[config.mk]
export PLATFORM = sky130hd
export DESIGN_NAME = ld_st_commit_unit
export DESIGN_NICKNAME = d
export VERILOG_FILES = /design/src/rtl/ld_st_commit_unit.sv
export SDC_FILE = /design/constraint.sdc
export NUM_CORES = 1
export LEC_CHECK = 0
export ABC_AREA = 1
export ABC_CLOCK_PERIOD_IN_PS = 3100
export CORE_ASPECT_RATIO = 0.5
export CORE_UTILIZATION = 60
export CTS_BUF_LIST = sky130_fd_sc_hd__clkbuf_8
export CTS_CLUSTER_SIZE = 12
export DETAILED_ROUTE_END_ITERATION = 10
export HOLD_SLACK_MARGIN = 0.15
export PLACE_DENSITY = 0.82
export SLEW_MARGIN = 20
export SYNTH_ARGS = -nofsm -noshare
export SYNTH_HDL_FRONTEND = slang
export SYNTH_SLANG_ARGS = --single-unit
[constraint.sdc]
create_clock -name clk -period 3.1 [get_ports clk]
set_input_delay 0.31 -clock clk [delete_from_list [all_inputs] [get_ports clk]]
set_output_delay 0.31 -clock clk [all_outputs]
set_load 0.01 [all_outputs]
[src/rtl/ld_st_commit_unit.sv]
// Commit-time memory responder: one address/data slot per ROB entry, one d-cache
// access per committing LD/ST at the ROB head, single-cycle data_mem_resp back.
module ld_st_commit_unit #(
  parameter int NUM_ENTRIES = 8,
  parameter int TAG_W       = 3
) (
  input  logic                   clk,
  input  logic                   rst,
  input  logic                   addr_valid,
  input  logic [TAG_W-1:0]       addr_tag,
  input  logic [31:0]            addr,
  input  logic [31:0]            st_data,
  input  logic [2:0]             funct3,
  input  logic [NUM_ENTRIES-1:0] alloc_mask,
  input  logic [TAG_W-1:0]       head_ptr,
  input  logic                   rob_data_read,
  input  logic                   rob_data_write,
  input  logic                   flush_in_prog,
  output logic                   data_mem_resp,
  output logic [31:0]            ld_data,
  output logic [NUM_ENTRIES-1:0] slot_ready,
  output logic                   dmem_read,
  output logic                   dmem_write,
  output logic [31:0]            dmem_address,
  output logic [31:0]            dmem_wdata,
  output logic [3:0]             dmem_mbe,
  input  logic [31:0]            dmem_rdata,
  input  logic                   dmem_resp
);

  typedef enum logic [1:0] {IDLE, ACCESS, RESP} state_t;

  state_t           state;
  logic [31:0]      slot_addr [NUM_ENTRIES];
  logic [31:0]      slot_data [NUM_ENTRIES];
  logic [2:0]       slot_f3   [NUM_ENTRIES];
  logic [TAG_W-1:0] flight_tag;
  logic [2:0]       flight_f3;
  logic [1:0]       flight_off;

  logic        start;
  logic        busy;
  logic [31:0] h_addr;
  logic [31:0] h_data;
  logic [2:0]  h_f3;

  assign h_addr = slot_addr[head_ptr];
  assign h_data = slot_data[head_ptr];
  assign h_f3   = slot_f3[head_ptr];
  assign busy   = (state != IDLE);
  assign start  = (rob_data_read | rob_data_write) & slot_ready[head_ptr] & ~flush_in_prog;

  function automatic logic [3:0] store_mbe(input logic [2:0] f3, input logic [1:0] off);
    case (f3[1:0])
      2'b00:   return 4'b0001 << off;
      2'b01:   return 4'b0011 << {off[1], 1'b0};
      default: return 4'b1111;
    endcase
  endfunction

  function automatic logic [31:0] store_wdata(input logic [2:0] f3, input logic [31:0] d);
    case (f3[1:0])
      2'b00:   return {4{d[7:0]}};
      2'b01:   return {2{d[15:0]}};
      default: return d;
    endcase
  endfunction

  function automatic logic [31:0] load_ext(input logic [2:0] f3, input logic [1:0] off,
                                           input logic [31:0] rd);
    logic [7:0]  b;
    logic [15:0] h;
    b = 8'(rd >> {off, 3'b000});
    h = off[1] ? rd[31:16] : rd[15:0];
    case (f3[1:0])
      2'b00:   return f3[2] ? {24'b0, b} : {{24{b[7]}}, b};
      2'b01:   return f3[2] ? {16'b0, h} : {{16{h[15]}}, h};
      default: return rd;
    endcase
  endfunction

  // NOTE: the payload arrays carry no reset; slot_ready alone says whether a slot is valid.
  always_ff @(posedge clk) begin
    if (addr_valid && alloc_mask[addr_tag]) begin
      slot_addr[addr_tag] <= addr;
      slot_data[addr_tag] <= st_data;
      slot_f3[addr_tag]   <= funct3;
    end
  end

  // Later assignments take priority: deallocation beats capture, and the
  // committing slot is immune to deallocation until its response retires it.
  always_ff @(posedge clk) begin
    if (rst) begin
      slot_ready <= '0;
    end else begin
      for (int i = 0; i < NUM_ENTRIES; i++) begin
        if (addr_valid && alloc_mask[addr_tag] && addr_tag == TAG_W'(i))
          slot_ready[i] <= 1'b1;
        if (!alloc_mask[i] && !(busy && flight_tag == TAG_W'(i)))
          slot_ready[i] <= 1'b0;
        if (state == RESP && flight_tag == TAG_W'(i))
          slot_ready[i] <= 1'b0;
      end
    end
  end

  // NOTE: every registered output is assigned with <= so all of them update on the same edge.
  always_ff @(posedge clk) begin
    if (rst) begin
      state         <= IDLE;
      flight_tag    <= '0;
      flight_f3     <= '0;
      flight_off    <= '0;
      data_mem_resp <= 1'b0;
      ld_data       <= '0;
      dmem_read     <= 1'b0;
      dmem_write    <= 1'b0;
      dmem_address  <= '0;
      dmem_wdata    <= '0;
      dmem_mbe      <= '0;
    end else begin
      case (state)
        IDLE: begin
          data_mem_resp <= 1'b0;
          if (start) begin
            state        <= ACCESS;
            flight_tag   <= head_ptr;
            flight_f3    <= h_f3;
            flight_off   <= h_addr[1:0];
            // A simultaneous read+write request is resolved as a write.
            dmem_read    <= ~rob_data_write;
            dmem_write   <= rob_data_write;
            dmem_address <= {h_addr[31:2], 2'b00};
            dmem_mbe     <= rob_data_write ? store_mbe(h_f3, h_addr[1:0]) : 4'b1111;
            dmem_wdata   <= rob_data_write ? store_wdata(h_f3, h_data) : '0;
          end
        end
        ACCESS: begin
          if (dmem_resp) begin
            dmem_read     <= 1'b0;
            dmem_write    <= 1'b0;
            data_mem_resp <= 1'b1;
            ld_data       <= dmem_write ? '0 : load_ext(flight_f3, flight_off, dmem_rdata);
            state         <= RESP;
          end
        end
        RESP: begin
          data_mem_resp <= 1'b0;
          state         <= IDLE;
        end
        default: state <= IDLE;
      endcase
    end
  end

  a_no_rd_wr: assert property (@(posedge clk) disable iff (rst)
                               !(rob_data_read && rob_data_write));

endmodule

==> summary.txt <==
Setup path
  • Crit path to: dmem_address[18]
  • Reg-to-Reg End: ld_data[29]
  • FF-to-FF Start: flight_f3[1]
  • R2R Setup Slk: 1.04 ns
  • Worst reg-to-reg path cell count: 9
  • Arr. time, crit path: 2.88 ns
  • Crit Path Class: input pin to flop
  • Worst EP required: 3.70 ns
  • CP Max Fanout: 51
  • CP Capture Type: flop
  • Nature of the critical path startpoint: input pin
  • Crit. Startpoint: head_ptr[1]

Route
  • Initial DRC count: 2338
  • Routed WL: 67340 µm
  • Final ANT Viol Nets: 0
  • Initial DRT Pass Iterations: 5
  • DR DRC count: 0
  • Via count: 19308
  • Vias per cell: 5.890
  • Wire per inst: 20.54 µm

Synthesis
  • Syn Inst Count: 2410
  • Most common cell in the netlist: nand2_1
  • Netlist Area Pre-Place: 26400 µm²
  • Ys flop type: edfxtp_1
  • Synth cell count leaders: nand2_1, edfxtp_1, nand3_1
  • Flop and latch count out of synthesis: 655
  • Syn avg cell area: 10.96 µm²
  • Synth top area cells: edfxtp_1, dfxtp_1, nand2_1
  • Ys async rst share: 0%
  • Synth unique cells: 37
  • Number of enable flip-flop cells after synthesis: 536
  • Post-synthesis sequential area ratio: 69.98%
  • Area leader, netlist: edfxtp_1
  • Syn. warnings: 0
  • Share of the synthesized area in the top cell type: 60.96%

Floorplan
  • Initial core utilization: 61.82%
  • Die Y: 150.3 µm
  • Cell Rows: 53
  • I/O Pins: 231
  • Die width: 298.7 µm
  • Core area: 42710 µm²
  • Die footprint: 44900 µm²

Timing
  • Setup Viol. Count Final: 0
  • Final Cycle Share: 73.54%
  • Clock Skew: 0.03113 ns
  • RSZ-0062 raised after global routing: no
  • Worst rel slew slack: 41.74%
  • WHS: 0.2207 ns
  • Fmax: 0.4387 GHz
  • Actual slew at the worst max-slew pin: 0.8738 ns
  • Min Tclk post-route: 2.280 ns
  • Final hold violation count: 0
  • Max Transition Viols Final: 0
  • Fin Setup TNS: 0 ns

CTS
  • CTS Buffer Depth: 3
  • Clk slew on worst S/H paths: 0.07 ns
  • H-tree levels: 3
  • CTS root buf: clkbuf_8
  • CTS tree: done
  • Clock Sinks: 655
  • Clock buffer count from CTS: 87
  • Clock Latency Late Sink: 0.68 ns

Cells and area
  • Share of layout cells above drive strength 1: 7.074%
  • Area occupied by multi-input gates: 6743 µm²
  • Post-layout net count: 2749
  • Sequential cell area: 18480 µm²
  • Fill cells: 2837
  • Area delta synth->final: 17.42%

Min path
  • Hold Path Class: input pin to flop

Global route
  • Overflow after GRT: 0
  • Initial antenna violation count: 1
  • Number of global-route vias before repair: 18519
  • Largest net degree at the start of global routing: 93
  • First-pass GRT wire length: 101900 µm
  • GRT Total Usage: 29.74%

Placed design
  • Post-DP HPWL: 39390 µm
  • PortBufs: 228
  • GP Congestion: 0.9511

Power and ir drop
  • Pwr/cell area: 572.8 nW/µm²
  • Leakage: 11.23 nW
  • VDD IR max: 369.1 µV

Status
  • Status: completed

Run
  • Max Cap Viol: 0
-- final cells by class --
class / instances / share of cell area, %
Antenna cell: 1 / 0.008071
Clock buffer: 97 / 4.306
Clock inverter: 63 / 1.247
Inverter: 119 / 1.509
Multi-Input combinational cell: 1487 / 21.75
Sequential cell: 655 / 59.60
Tap cell: 577 / 2.329
Timing Repair Buffer: 279 / 9.254
-- cells by family (layout without fill, tap and decap cells) --
group           count (synthesis)  after routing  share of synthesized area (%)
buf+inv                       269            558                          4.492
flops                         655            655                          69.98
simple gates                 1066           1066                          16.71
compound gates                412            412                          8.530
other cells                     1              3                        0.01420
mux                             7              7                         0.2654
-- how the worst min path moves through the flow --
stage                             start              end  slack [ns]  cells after the start
after floorplan                 addr[0]  slot_addr[0][0]        0.41                      0
final                       head_ptr[2]    flight_tag[1]        0.22                      4
after CTS                   head_ptr[2]    flight_tag[1]        0.17                      4
after global routing        head_ptr[2]    flight_tag[1]        0.22                      4
after detailed placement  data_mem_resp    data_mem_resp        0.45                      2
after global placement    data_mem_resp    data_mem_resp        0.44                      2
-- routing by layer --
layer	share of wire [%]	GRT usage, %
met1	40	39.59
met2	48	48.70
met3	9.2	6.032
met4	3.1	11.64
met5	0	0
-- metrics by stage --
| step | cell area, µm² | power [mW] | instances | util, % | setup slack (ns) |
|---|---|---|---|---|---|
| finish | 31000 | 17.76 | 3278 | 72.60 | 0.8203 |
| global route | 31000 | 18.31 | 3278 | 72.60 | 0.6903 |
| CTS | 31000 | 17.80 | 3277 | 72.59 | 0.8931 |
| detailed placement | 29270 | 11.51 | 3116 | 68.54 | 0.3950 |
| global placement | 29270 | 11.47 | 3116 | 68.54 | 0.3137 |
| floorplan | 26410 | 10.82 | 2411 | - | 0.3579 |
-- critical path: stages --
cell and delay (ns):
dlygate4sd3_1 0.52, buf_4 0.29, buf_4 0.54, buf_4 0.52
o21ai_0 0.19, o22ai_1 0.23, nand2_1 0.08, a31oi_1 0.15
-- flip-flops by register name, indices dropped and copies added (netlist names) --
signal,count
flight_off,2
data_mem_resp,1
dmem_mbe,4
slot_data,256
slot_f3,24
dmem_read,1
flight_f3,3
ld_data,32
slot_ready,8
slot_addr,256
dmem_write,1
dmem_address,30
state,2
flight_tag,3
dmem_wdata,32
-- cells in the final DEF, fill, tap and decap left out, drive strengths merged, types with 31 or more instances in the layout --
| master | count |
|---|---|
| nand2 | 627 |
| edfxtp | 536 |
| clkdlybuf4s50 | 224 |
| nand3 | 216 |
| nor2 | 189 |
| o21ai | 185 |
| inv | 151 |
| a21oi | 130 |
| dfxtp | 119 |
| clkbuf | 97 |
| buf | 54 |
| o22ai | 31 |
| a31oi | 31 |
-- where the power goes --
group | total [mW] | internal [mW] | switching [mW]
Clock | 6.41 | 3.16 | 3.24
Sequential | 9.82 | 9.74 | 0.0848
Combinational | 1.53 | 0.532 | 0.997
-- repair_timing --
action / 4_1_cts / 5_1_grt
buffers inserted: 0 / 0
hold endpoints to repair: 1 / 0
hold buffers: 1 / 0
resized for setup: 0 / 0
setup endpoints to repair: 0 / 0
Note: power is estimated with default switching activity, not from simulation.
